[config.mk]
export PLATFORM = sky130hd
export DESIGN_NAME = rv32i_dbg_reg_access_flat
export DESIGN_NICKNAME = d
export VERILOG_FILES = /design/src/rtl/rv32i_dbg_reg_access_if.sv /design/src/rtl/rv32i_dbg_reg_access.sv /design/src/flat_wrapper.sv
export SDC_FILE = /design/constraint.sdc
export NUM_CORES = 1
export LEC_CHECK = 0
export ABC_AREA = 1
export CORE_ASPECT_RATIO = 0.8
export CORE_MARGIN = 3
export CORE_UTILIZATION = 30
export DETAILED_ROUTE_END_ITERATION = 7
export PLACE_DENSITY = 0.67
export SYNTH_ARGS = -nofsm -noshare
export SYNTH_HDL_FRONTEND = slang
export SYNTH_SLANG_ARGS = --single-unit
[constraint.sdc]
create_clock -name clk -period 1.5 [get_ports clk]
set_input_delay 0.3 -clock clk [delete_from_list [all_inputs] [get_ports clk]]
set_output_delay 0.3 -clock clk [all_outputs]
set_load 0.05 [all_outputs]
[src/rtl/rv32i_dbg_reg_access_if.sv]
// Debug transport channels: command (valid/ready) and response (valid/ready)
// between the debug transport (master) and the register access controller (slave).
interface rv32i_dbg_reg_access_if #(
  parameter int XLEN           = 32,
  parameter int REG_ADDR_WIDTH = 5
);
  logic                      cmd_valid;
  logic                      cmd_ready;
  logic                      cmd_write;
  logic [REG_ADDR_WIDTH-1:0] cmd_addr;
  logic [XLEN-1:0]           cmd_wdata;
  logic                      rsp_valid;
  logic                      rsp_ready;
  logic [XLEN-1:0]           rsp_rdata;
  logic [1:0]                rsp_err;

  modport master (
    output cmd_valid, cmd_write, cmd_addr, cmd_wdata, rsp_ready,
    input  cmd_ready, rsp_valid, rsp_rdata, rsp_err
  );

  modport slave (
    input  cmd_valid, cmd_write, cmd_addr, cmd_wdata, rsp_ready,
    output cmd_ready, rsp_valid, rsp_rdata, rsp_err
  );
endinterface

[src/rtl/rv32i_dbg_reg_access.sv]
// Debug-side register file access controller: halt wait, write collision retry, one response per command.
// Optional readback check of every debug write is enabled by defining DBG_READBACK_VERIFY_EN.
module rv32i_dbg_reg_access #(
  parameter int XLEN           = 32,
  parameter int REG_ADDR_WIDTH = 5,
  parameter int HALT_TIMEOUT   = 16,
  parameter int MAX_RETRY      = 4
) (
  input  logic                      clk,
  input  logic                      rst,
  rv32i_dbg_reg_access_if.slave     bus,
  input  logic                      cpu_halted,
  input  logic                      rd_we_snoop,
  input  logic [REG_ADDR_WIDTH-1:0] rd_addr_snoop,
  output logic [REG_ADDR_WIDTH-1:0] dbg_addr,
  output logic [XLEN-1:0]           dbg_wdata,
  output logic                      dbg_we,
  input  logic [XLEN-1:0]           dbg_rdata
);
  localparam int TW = $clog2(HALT_TIMEOUT + 1);
  localparam int RW = $clog2(MAX_RETRY + 1);

  localparam logic [1:0] ERR_OK       = 2'b00;
  localparam logic [1:0] ERR_TIMEOUT  = 2'b01;
  localparam logic [1:0] ERR_RETRY    = 2'b10;
`ifdef DBG_READBACK_VERIFY_EN
  localparam logic [1:0] ERR_MISMATCH = 2'b11;
`endif

`ifdef DBG_READBACK_VERIFY_EN
  typedef enum logic [2:0] {
    IDLE      = 3'd0,
    WAIT_HALT = 3'd1,
    ACCESS    = 3'd2,
    VERIFY    = 3'd3,
    RESP      = 3'd4
  } state_t;
`else
  typedef enum logic [2:0] {
    IDLE      = 3'd0,
    WAIT_HALT = 3'd1,
    ACCESS    = 3'd2,
    RESP      = 3'd4
  } state_t;
`endif

  state_t                    state_r, state_s;
  logic                      write_r, write_s;
  logic [REG_ADDR_WIDTH-1:0] addr_r, addr_s;
  logic [XLEN-1:0]           wdata_r, wdata_s;
  logic [XLEN-1:0]           rdata_r, rdata_s;
  logic [1:0]                err_r, err_s;
  logic                      valid_r, valid_s;
  logic [TW-1:0]             tcnt_r, tcnt_s;
  logic [RW-1:0]             rcnt_r, rcnt_s;
  logic                      we_s;
  logic                      collision_s;
  logic                      addr_zero_s;

  assign collision_s   = rd_we_snoop && (rd_addr_snoop == addr_r);
  assign addr_zero_s   = (addr_r == {REG_ADDR_WIDTH{1'b0}});

  assign bus.cmd_ready = (state_r == IDLE) && !rst;
  assign bus.rsp_valid = valid_r;
  assign bus.rsp_rdata = rdata_r;
  assign bus.rsp_err   = err_r;
  assign dbg_addr      = addr_r;
  assign dbg_wdata     = wdata_r;
  assign dbg_we        = we_s;

  // Next-state and next-output computation for the access sequencer
  always_comb begin
    state_s = state_r;
    write_s = write_r;
    addr_s  = addr_r;
    wdata_s = wdata_r;
    rdata_s = rdata_r;
    err_s   = err_r;
    valid_s = valid_r;
    tcnt_s  = tcnt_r;
    rcnt_s  = rcnt_r;
    we_s    = 1'b0;
    case (state_r)
      IDLE: begin
        if (bus.cmd_valid) begin
          write_s = bus.cmd_write;
          addr_s  = bus.cmd_addr;
          wdata_s = bus.cmd_wdata;
          tcnt_s  = {TW{1'b0}};
          rcnt_s  = {RW{1'b0}};
          state_s = WAIT_HALT;
        end else begin
          state_s = IDLE;
        end
      end
      WAIT_HALT: begin
        if (cpu_halted) begin
          state_s = ACCESS;
        end else begin
          tcnt_s = tcnt_r + TW'(1);
          if (tcnt_s == TW'(HALT_TIMEOUT)) begin
            rdata_s = {XLEN{1'b0}};
            err_s   = ERR_TIMEOUT;
            valid_s = 1'b1;
            state_s = RESP;
          end else begin
            state_s = WAIT_HALT;
          end
        end
      end
      ACCESS: begin
        if (!write_r || addr_zero_s) begin
          // x0 always reads as zero and silently drops writes
          rdata_s = (write_r || addr_zero_s) ? {XLEN{1'b0}} : dbg_rdata;
          err_s   = ERR_OK;
          valid_s = 1'b1;
          state_s = RESP;
        end else begin
          we_s    = 1'b1;
          rdata_s = {XLEN{1'b0}};
          if (collision_s) begin
            rcnt_s = rcnt_r + RW'(1);
            if (rcnt_s == RW'(MAX_RETRY)) begin
              err_s   = ERR_RETRY;
              valid_s = 1'b1;
              state_s = RESP;
            end else begin
              state_s = ACCESS;
            end
          end else begin
`ifdef DBG_READBACK_VERIFY_EN
            state_s = VERIFY;
`else
            err_s   = ERR_OK;
            valid_s = 1'b1;
            state_s = RESP;
`endif
          end
        end
      end
`ifdef DBG_READBACK_VERIFY_EN
      VERIFY: begin
        err_s   = (dbg_rdata == wdata_r) ? ERR_OK : ERR_MISMATCH;
        valid_s = 1'b1;
        state_s = RESP;
      end
`endif
      RESP: begin
        if (bus.rsp_ready) begin
          valid_s = 1'b0;
          state_s = IDLE;
        end else begin
          state_s = RESP;
        end
      end
      default: begin
        valid_s = 1'b0;
        state_s = IDLE;
      end
    endcase
  end

  // State and registered-output update with synchronous reset
  always_ff @(posedge clk) begin
    if (rst) begin
      state_r <= IDLE;
      write_r <= 1'b0;
      addr_r  <= {REG_ADDR_WIDTH{1'b0}};
      wdata_r <= {XLEN{1'b0}};
      rdata_r <= {XLEN{1'b0}};
      err_r   <= 2'b00;
      valid_r <= 1'b0;
      tcnt_r  <= {TW{1'b0}};
      rcnt_r  <= {RW{1'b0}};
    end else begin
      state_r <= state_s;
      write_r <= write_s;
      addr_r  <= addr_s;
      wdata_r <= wdata_s;
      rdata_r <= rdata_s;
      err_r   <= err_s;
      valid_r <= valid_s;
      tcnt_r  <= tcnt_s;
      rcnt_r  <= rcnt_s;
    end
  end
endmodule

[src/flat_wrapper.sv]
// flat-port wrapper written by rule: the top's interface ports become plain ports
module rv32i_dbg_reg_access_flat 
#(
  parameter int XLEN           = 32,
  parameter int REG_ADDR_WIDTH = 5,
  parameter int HALT_TIMEOUT   = 16,
  parameter int MAX_RETRY      = 4
)
  (clk, rst, cpu_halted, rd_we_snoop, rd_addr_snoop, dbg_addr, dbg_wdata, dbg_we, dbg_rdata, bus_cmd_valid, bus_cmd_write, bus_cmd_addr, bus_cmd_wdata, bus_rsp_ready, bus_cmd_ready, bus_rsp_valid, bus_rsp_rdata, bus_rsp_err);
  rv32i_dbg_reg_access_if #(.XLEN(XLEN), .REG_ADDR_WIDTH(REG_ADDR_WIDTH)) bus_i ();
  input  logic clk;
  input  logic rst;
  input  logic cpu_halted;
  input  logic rd_we_snoop;
  input  logic [REG_ADDR_WIDTH-1:0] rd_addr_snoop;
  output logic [REG_ADDR_WIDTH-1:0] dbg_addr;
  output logic [XLEN-1:0] dbg_wdata;
  output logic dbg_we;
  input  logic [XLEN-1:0] dbg_rdata;
  input wire logic [$bits(bus_i.cmd_valid)-1:0] bus_cmd_valid;
  input wire logic [$bits(bus_i.cmd_write)-1:0] bus_cmd_write;
  input wire logic [$bits(bus_i.cmd_addr)-1:0] bus_cmd_addr;
  input wire logic [$bits(bus_i.cmd_wdata)-1:0] bus_cmd_wdata;
  input wire logic [$bits(bus_i.rsp_ready)-1:0] bus_rsp_ready;
  output wire logic [$bits(bus_i.cmd_ready)-1:0] bus_cmd_ready;
  output wire logic [$bits(bus_i.rsp_valid)-1:0] bus_rsp_valid;
  output wire logic [$bits(bus_i.rsp_rdata)-1:0] bus_rsp_rdata;
  output wire logic [$bits(bus_i.rsp_err)-1:0] bus_rsp_err;
  assign bus_i.cmd_valid = bus_cmd_valid;
  assign bus_i.cmd_write = bus_cmd_write;
  assign bus_i.cmd_addr = bus_cmd_addr;
  assign bus_i.cmd_wdata = bus_cmd_wdata;
  assign bus_i.rsp_ready = bus_rsp_ready;
  assign bus_cmd_ready = bus_i.cmd_ready;
  assign bus_rsp_valid = bus_i.rsp_valid;
  assign bus_rsp_rdata = bus_i.rsp_rdata;
  assign bus_rsp_err = bus_i.rsp_err;
  rv32i_dbg_reg_access #(.XLEN(XLEN), .REG_ADDR_WIDTH(REG_ADDR_WIDTH), .HALT_TIMEOUT(HALT_TIMEOUT), .MAX_RETRY(MAX_RETRY)) u_core (.clk(clk), .rst(rst), .bus(bus_i), .cpu_halted(cpu_halted), .rd_we_snoop(rd_we_snoop), .rd_addr_snoop(rd_addr_snoop), .dbg_addr(dbg_addr), .dbg_wdata(dbg_wdata), .dbg_we(dbg_we), .dbg_rdata(dbg_rdata));
endmodule
# Yosys cells after proc, flatten, opt, wreduce, memory -nomap -nowiden
# Index checks and enable logic that the tools add are counted.
# totals
regBits	84
wordCells	77
# op_classes
add_sub_neg	2
n_eq_ne	13
muxes	35
bitwise	1
n_reduce_logical	17
# ops
cell	n
$mux 32	4
$pmux 32 s2	1
$mux 3	9
$pmux 3 s4	1
$mux 2	5
$mux 5	2
$pmux 5 s2	1
$mux 1	9
$ne 2x2->1 const B	4
$reduce_and 4->1	2
$eq 3x3->1 const B	2
$pmux 3 s2	1
$reduce_and 3->1	2
$reduce_bool 2->1	3
$add 5x1->5 const B	1
$eq 5x5->1	1
$eq 5x5->1 const B	1
$logic_not 5->1	1
$reduce_and 5->1	1
$ne 2x1->1 const B	2
$ne 4x4->1 const B	1
$pmux 1 s4	1
$pmux 2 s2	1
$add 3x1->3 const B	1
8 further kinds	11

# Logic depth before layout (Yosys ltp)
# Gate-level depths: netlist of run 1.
# depth
word_depth	6
depth_mapped	11
depth_no_buf	11

# Least setup slack after synthesis of run 1
# OpenSTA, ideal clock, no wires.
# synth_path
kind	flip-flop to flip-flop
startpoint	register u_core.addr_r[3], in the netlist u_core.dbg_addr[3]
endpoint	register u_core.rcnt_r[1]
setup_time_ps	132
t_arrival_ps	2078
required_ps	1368
slack_ps	-710
path_stages_with_launch	10
period_less_slack_ps	2210
path_cell_list	dfxtp_1 inv_1 nand3_1 nand2_1 nor2_1 nand2_1 inv_1 nor2_1 nand2_1 a21oi_1
# synth_via
elab_chain_len	4
# synth_rtl
element	line	rtl
start: declaration	rv32i_dbg_reg_access.sv:49	logic [REG_ADDR_WIDTH-1:0] addr_r, addr_s;
start signal: assignment	rv32i_dbg_reg_access.sv:168	addr_r <= {REG_ADDR_WIDTH{1'b0}};
start signal: assignment	rv32i_dbg_reg_access.sv:178	addr_r <= addr_s;
$eq 5x5->1 or $logic_not 5->1 (tied branches)	rv32i_dbg_reg_access.sv:60, rv32i_dbg_reg_access.sv:61	
$logic_and 1x1->1 or $logic_or 1x1->1 (tied branches)	rv32i_dbg_reg_access.sv:60, rv32i_dbg_reg_access.sv:112	
$ne 2x1->1 (no line) or $ne 2x2->1 (tied branches)	-	
$reduce_and 4->1 (no line) *	-	
end signal: assignment	rv32i_dbg_reg_access.sv:174	rcnt_r <= {RW{1'b0}};
end signal: assignment	rv32i_dbg_reg_access.sv:184	rcnt_r <= rcnt_s;
end: declaration	rv32i_dbg_reg_access.sv:55	logic [RW-1:0] rcnt_r, rcnt_s;
# Every way passes the cells marked *; elsewhere a longest branch is shown, timed or not.
# A chain may end at the register's enable or synchronous reset.

# Worst setup path in the final report of run 1
# layout_path
startpoint	register u_core.tcnt_r[0]
endpoint	register u_core.rdata_r[7], in the netlist u_core.bus.rsp_rdata[7]
# layout_via
elab_chain_len	4
# layout_rtl
element	line	rtl
start: declaration	rv32i_dbg_reg_access.sv:54	logic [TW-1:0] tcnt_r, tcnt_s;
start signal: assignment	rv32i_dbg_reg_access.sv:173	tcnt_r <= {TW{1'b0}};
start signal: assignment	rv32i_dbg_reg_access.sv:183	tcnt_r <= tcnt_s;
$add 5x1->5	rv32i_dbg_reg_access.sv:100	tcnt_s = tcnt_r + TW'(1);
$eq 5x5->1	rv32i_dbg_reg_access.sv:101	if (tcnt_s == TW'(HALT_TIMEOUT)) begin
$ne 2x1->1 (no line)	-	
$reduce_and 3->1 (no line)	-	
end signal: assignment	rv32i_dbg_reg_access.sv:170	rdata_r <= {XLEN{1'b0}};
end signal: assignment	rv32i_dbg_reg_access.sv:180	rdata_r <= rdata_s;
end: declaration	rv32i_dbg_reg_access.sv:51	logic [XLEN-1:0] rdata_r, rdata_s;
# No other way between the ends.

==> reports/metrics.cfg, run 1 <==
[run_status]
status=finished with violations
violations=negative setup slack

[cells_and_area]
syn2layout_area_growth_pct=93.14
layout-drive-gt1-share_pct=30.51
utilization_pct=60.17
layout.nets=706
antennaDiodeCount=0

[detailed_routing]
first_pass_iters=4
top_layer_used=met4
wirelength_mm=10.36
routed-wl-met3_mm=1.063
via_per_inst=4.542
met2_length_mm=5.171
drt_iter0_markers=92
m1WireLength_mm=4.028
wl_per_cell_um=13.46
num_vias=3497
drtAntennaViolNets=0
drc=0

[die]
io_pins=155
dieArea_sq_um=12820
die_h_um=101.9
die_x_um=125.8
coreArea_sq_um=11060
core.rowCount=34
start_util_pct=31.15

[clocking]
tritoncts=done
cts_sinks=84
clockBufferDepth=2
cts_inserted_buffers=9
path_clk_slew_ps=60
htree_levels=3
hold_buffers=0
clkLatencyLatePin_ps=330
clockRootBuffer=clkbuf_16

[logic_synthesis]
synth.net_count=532
synth_ff_type=dfxtp_1
synth-seq-cells=84
syn_avg_cell_area_sq_um=7.709
synth_top_area_share_pct=48.80
synth.distinct_cells=23
ys_top_cells_by_count=nand2_1, dfxtp_1, a21oi_1, nor2_1, inv_1
synthCells=447
yosys.area.top_type=dfxtp_1
async_reset_ff_share_pct=0
synth-edff-count=0
netlist_area_sq_um=3446
yosysWarnings=0
seq_area_frac_synth_pct=48.80
synth_most_common_cell=nand2_1
synthTopCellsByArea=dfxtp_1, nand2_1, a21oi_1, a22oi_2, nor2_1

[pwr]
power_switching_mw=1.735
vdd_drop_max_v=0.0007372
power.density_nw_per_um2=984.1
clkPwrFrac_pct=39.2
total_power_mw=6.549
p_comb_share_pct=23.4
p_seq_share_pct=37.4
switching_share_pct=26.50
intPower_mw=4.814
p_leak_nw=2.645

[critical_path]
worst_setup_path_start_kind=register
worst_r2r_startpoint=u_core.tcnt_r[0]$_SDFFE_PP0P_
reg2reg_slack_ps=-100
cp-end-kind=register
reg2reg_to=u_core.bus.rsp_rdata[7]$_SDFFE_PP0P_
critPathMaxFanout=8
crit_arrival_ps=1810
path_class=reg -> reg
crit_required_ps=1710
reg2reg_depth=11

[sta]
fin_ws_ps=-95.90
grt_setup_unrepaired=yes
relSlewSlack_pct=79.31
hold_viol_final=0
tightest_slew_ps=308.0
clock_skew_ps=10.27
clock.fmax_mhz=626.6
post-route-min-period_ps=1596
setup_viol=35
drv_slew=0
fin_crit_sh_pct=106.4

[run]
max-cap-violations=0

[placed_design]
dp_hpwl_mm=7.789
portBuffers=154
gp_congestion=0.8261

[global_routing]
grt_pass1_wl_mm=16.53
antenna_found_initial=0
grtUsageTotal_pct=16.00
gr-total-overflow=0
grt_max_degree=54
grt_pass1_vias=3459

[hold_path]
min-delay-start=rst
hold_class=in -> reg
min_path_cells=2
hold_path_end=u_core.tcnt_r[3]$_SDFFE_PP0P_

## worst max path at each step
stage | startpoint | end | slack (ps)
floorplan | u_core.dbg_addr[3]$_SDFFE_PP0P_ | u_core.rcnt_r[1]$_SDFFE_PP0P_ | 10
global placement | rd_addr_snoop[4] | u_core.rcnt_r[1]$_SDFFE_PP0P_ | -190
detailed placement | rd_addr_snoop[4] | u_core.rcnt_r[2]$_SDFFE_PP0P_ | -290
CTS | u_core.tcnt_r[1]$_SDFFE_PP0P_ | u_core.bus.rsp_rdata[29]$_SDFFE_PP0P_ | -100
global route | u_core.tcnt_r[1]$_SDFFE_PP0P_ | u_core.bus.rsp_rdata[20]$_SDFFE_PP0P_ | -170
finish | u_core.tcnt_r[0]$_SDFFE_PP0P_ | u_core.bus.rsp_rdata[7]$_SDFFE_PP0P_ | -100
## layout by cell type, fill, tap and decap left out, types with 2 or more instances in the layout
| cell type | instances |
|---|---|
| clkdlybuf4s50_1 | 78 |
| nand2_1 | 137 |
| inv_1 | 25 |
| nand3_4 | 2 |
| nand4_1 | 5 |
| dfxtp_2 | 5 |
| dfxtp_4 | 7 |
| a21oi_1 | 60 |
| clkbuf_16 | 11 |
| buf_12 | 82 |
| nand3_1 | 5 |
| nor2_1 | 38 |
| nand3_2 | 4 |
| o21ai_0 | 8 |
| ha_1 | 2 |
| a22oi_2 | 21 |
| inv_2 | 9 |
| nand2_2 | 5 |
| buf_4 | 22 |
| dfxtp_1 | 72 |
| bufinv_16 | 2 |
| nor2_2 | 6 |
| clkinvlp_4 | 2 |
| nor2_4 | 5 |
## logic make-up after synthesis
logic type / share of synthesized area, %
and+or+nand+nor: 24.84
AOI/OAI and AO/OA: 17.72
DFF: 48.80
buffers and inverters: 7.190
adders and majority gates: 1.452
## power by group through the flow
stage,Sequential (mW),Combinational [mW],Clock [mW]
after floorplan,2.75,0.382,0
after global placement,2.49,1.42,0
after detailed placement,2.50,1.44,0
after CTS,2.45,1.49,2.64
after global routing,2.46,1.63,2.75
final,2.45,1.53,2.57
## metrics by stage
stage               TNS [ps]  cell area (sq um)  cells  hold slack [ps]  setup WS [ps]
floorplan                  0               3492    447            437.2          14.46
global placement       -3457               6042    742            451.7         -193.3
detailed placement     -6874               6042    742            466.3         -292.6
CTS                    -2149               6543    766            277.0         -95.25
global route           -5408               6655    770            309.2         -172.4
finish                 -2043               6655    770            286.3         -95.90
## area by class of cell
cell class                      count  area [sq um]
Tap cell                          144         180.2
Timing Repair Buffer              186          2644
Sequential cell                    84          1714
Clock buffer                       12         289.0
Inverter                           34         127.6
Clock inverter                      4         75.07
Fill cell                         947          4405
Multi-Input combinational cell    306          1625
## critical path, stage by stage (launching register included)
cell and delay, ps:
dfxtp_4 360, ha_4 150, inv_2 40, nand2_2 60, nand2_2 70, nor2_4 100
nand3_4 100, nand2_4 90, nand3_4 130, buf_16 180, a22oi_2 140, nor2_1 50
## what timing repair did
action | CTS | global route
cloned | 1 | 0
endpoints found under the setup margin | 37 | 70
pin swaps | 9 | 17
setup buffers | 7 | 4
gates resized for setup | 21 | 24
## metal layers
layer,track usage (%),vias to the layer above
met4,3.957,0
met5,0,-
met3,7.837,10
met1,17.49,1581
li1,-,1787
met2,28.31,119
## state kept, by name, summed over array words and instances (netlist names)
| signal | cells |
|---|---|
| u_core.bus.rsp_err | 2 |
| u_core.bus.rsp_rdata | 32 |
| u_core.bus.rsp_valid | 1 |
| u_core.dbg_addr | 5 |
| u_core.dbg_wdata | 32 |
| u_core.rcnt_r | 3 |
| u_core.state_r | 3 |
| u_core.tcnt_r | 5 |
| u_core.write_r | 1 |
Note: power is estimated with default switching activity, not from simulation.
==> run 2, diff against run 1 <==
--- a/config.mk
+++ b/config.mk
@@ -11,6 +11,7 @@
 export CORE_UTILIZATION = 30
 export DETAILED_ROUTE_END_ITERATION = 7
 export PLACE_DENSITY = 0.67
+export SKIP_CTS_REPAIR_TIMING = 1
 export SYNTH_ARGS = -nofsm -noshare
 export SYNTH_HDL_FRONTEND = slang
 export SYNTH_SLANG_ARGS = --single-unit
==> reports/metrics.cfg, run 2 (same netlist as run 1, synthesis figures left out) <==
[detailed_routing]
wirelength_mm=10.41  ; was 10.36 mm
drc=0  ; unchanged
num_vias=3520  ; was 3497
first_pass_iters=4  ; unchanged
drtAntennaViolNets=0  ; unchanged
wl_per_cell_um=13.59  ; was 13.46 um
drt_iter0_markers=78  ; was 92
via_per_inst=4.595  ; was 4.542

[global_routing]
grt.met2_usage_pct=27.28  ; was 28.31%
grt_max_degree=54  ; unchanged
grtUsageTotal_pct=15.54  ; was 16.00%
grt_pass1_vias=3394  ; was 3459
antenna_found_initial=0  ; unchanged
grtUsageMet1_pct=16.97  ; was 17.49%
grt_pass1_wl_mm=16.10  ; was 16.53 mm
gr-total-overflow=0  ; unchanged
grt-busiest-layer=met2  ; unchanged
grtUsageMet3_pct=7.837  ; unchanged

[cells_and_area]
layout-drive-gt1-share_pct=30.23  ; was 30.51%
final_common_cell=nand2_1  ; unchanged
seqCellArea_sq_um=1713  ; was 1714 sq um
syn2layout_area_growth_pct=91.61  ; was 93.14%
multi_input_area_sq_um=1635  ; was 1625 sq um
layout.nets=702  ; was 706
nFillCells=954  ; was 947
design_area_sq_um=6603  ; was 6655 sq um
instances_no_fill=766  ; was 770
layout_common_cells=nand2_1, clkdlybuf4s50_1, buf_12  ; was nand2_1, buf_12, clkdlybuf4s50_1
antennaDiodeCount=0  ; unchanged

[run_status]
status=finished with violations  ; unchanged
violations=negative setup slack  ; unchanged

[sta]
drv_slew=0  ; unchanged
clock_skew_ps=10.48  ; was 10.27 ps
hold_ws_ps=289.4  ; was 286.3 ps
hold_viol_final=0  ; unchanged
relSlewSlack_pct=80.37  ; was 79.31%
tightest_slew_ps=294.1  ; was 308.0 ps
setup_viol=35  ; unchanged
fin_crit_sh_pct=106.5  ; was 106.4%
clock.fmax_mhz=625.9  ; was 626.6 MHz
fin_ws_ps=-97.69  ; was -95.90 ps
grt_setup_unrepaired=yes  ; unchanged
post-route-min-period_ps=1598  ; was 1596 ps

[clocking]
htree_levels=3  ; unchanged
clkLatencyLatePin_ps=330  ; about the same
clockBufferDepth=2  ; unchanged
cts_inserted_buffers=9  ; unchanged
cts_sinks=84  ; unchanged
clockRootBuffer=clkbuf_16  ; unchanged
tritoncts=done  ; unchanged
path_clk_slew_ps=60  ; about the same

[critical_path]
path_class=reg -> reg  ; unchanged
crit_end=u_core.bus.rsp_rdata[1]$_SDFFE_PP0P_  ; was u_core.bus.rsp_rdata[7]$_SDFFE_PP0P_
crit_cells=11  ; unchanged
reg2reg_depth=11  ; unchanged
cp_slowest_stage_delay_ps=370  ; was 360 ps
crit_required_ps=1710  ; about the same
reg2reg_slack_ps=-100  ; about the same
worstPathCellList=ha_4 -> inv_2 -> nand2_2 -> nand2_2 -> nor2_4 -> nand3_4 -> nand2_4 -> nand3_4 -> buf_12 -> a22oi_2 -> nor2_1  ; was ha_4 -> inv_2 -> nand2_2 -> nand2_2 -> nor2_4 -> nand3_4 -> nand2_4 -> nand3_4 -> buf_16 -> a22oi_2 -> nor2_1
critPathTopFamily=simple AND/OR/NAND/NOR gates  ; unchanged
worst_setup_path_start_kind=register  ; unchanged
path_buf_inv=2  ; unchanged
critPathMaxFanout=8  ; unchanged
reg2reg_to=u_core.bus.rsp_rdata[1]$_SDFFE_PP0P_  ; was u_core.bus.rsp_rdata[7]$_SDFFE_PP0P_
cp-end-kind=register  ; unchanged
slowest_stage=dfxtp_4  ; unchanged
worst_r2r_startpoint=u_core.tcnt_r[1]$_SDFFE_PP0P_  ; was u_core.tcnt_r[0]$_SDFFE_PP0P_
crit_arrival_ps=1810  ; about the same
crit_start=u_core.tcnt_r[1]$_SDFFE_PP0P_  ; was u_core.tcnt_r[0]$_SDFFE_PP0P_

[pwr]
total_power_mw=6.530  ; was 6.549 mW
power.density_nw_per_um2=989.0  ; was 984.1 nW/um^2
vdd_drop_max_v=0.0007381  ; was 0.0007372 V
intPower_mw=4.795  ; was 4.814 mW
p_leak_nw=2.612  ; was 2.645 nW
switching_share_pct=26.57  ; was 26.50%
p_comb_share_pct=23.1  ; was 23.4%
clkPwrFrac_pct=39.3  ; was 39.2%
p_seq_share_pct=37.6  ; was 37.4%
power_switching_mw=1.735  ; about the same

[hold_path]
min_path_cells=2  ; unchanged
hold_class=in -> reg  ; unchanged

[die]
io_pins=155  ; unchanged
die_h_um=101.9  ; unchanged
core.rowCount=34  ; unchanged
start_util_pct=31.15  ; unchanged
dieArea_sq_um=12820  ; unchanged
die_x_um=125.8  ; unchanged
coreArea_sq_um=11060  ; unchanged

[placed_design]
placed_cell_area_sq_um=6042  ; unchanged
gp_congestion=0.8261  ; unchanged
dp.cells=742  ; unchanged
portBuffers=154  ; unchanged
dp_hpwl_mm=7.789  ; unchanged

[run]
max-cap-violations=0  ; unchanged

-- run 2: final cells by class --
| type | count | area share [%] |
|---|---|---|
| clock inverters | 4 | 1.137 |
| multi-input cells | 306 | 24.77 |
| clock buffers | 12 | 4.377 |
| repair buffers | 182 | 39.11 |
| inverters | 34 | 1.933 |
| flip-flops and latches | 84 | 25.94 |
| well taps | 144 | 2.729 |
-- run 2: how the worst min path moves through the flow --
stage / from / endpoint / slack [ps]
2_1_floorplan: u_core.write_r$_SDFFE_PP0P_ / u_core.write_r$_SDFFE_PP0P_ / 440
3_3_place_gp: u_core.write_r$_SDFFE_PP0P_ / u_core.write_r$_SDFFE_PP0P_ / 450
3_5_place_dp: u_core.write_r$_SDFFE_PP0P_ / u_core.write_r$_SDFFE_PP0P_ / 470
4_1_cts: rst / u_core.tcnt_r[3]$_SDFFE_PP0P_ / 270
5_1_grt: rst / u_core.state_r[0]$_SDFF_PP0_ / 310
6_report: rst / u_core.tcnt_r[3]$_SDFFE_PP0P_ / 290
-- run 2: per-layer routing --
| layer | up-vias | wire (um) |
|---|---|---|
| li1 | 1786 | - |
| met1 | 1602 | 4097 |
| met2 | 122 | 5117 |
| met3 | 10 | 1063 |
| met4 | 0 | 129 |
| met5 | - | 0 |
-- run 2: per-stage QoR --
stage	setup TNS, ps	utilization [%]	setup slack, ps
global placement	-3457	54.63	-193.3
global route	-5223	59.69	-182.6
detailed placement	-6874	54.63	-292.6
finish	-2157	59.69	-97.69
CTS	-3500	57.92	-144.0
floorplan	0	-	14.46
-- run 2: worst register-to-register path, cell delays in order, from the launching register on --
cell     delay [ps]
dfxtp_4         370
ha_4            160
inv_2            40
nand2_2          60
nand2_2          70
nor2_4          100
nand3_4         100
nand2_4          90
nand3_4         120
buf_12          180
a22oi_2         140
nor2_1           70
-- run 2: power by group through the flow --
stage	Sequential, mW	Clock [mW]	Combinational, mW
5_1_grt	2.47	2.75	1.61
4_1_cts	2.45	2.64	1.44
3_5_place_dp	2.50	0	1.44
6_report	2.45	2.57	1.51
3_3_place_gp	2.49	0	1.42
2_1_floorplan	2.75	0	0.382
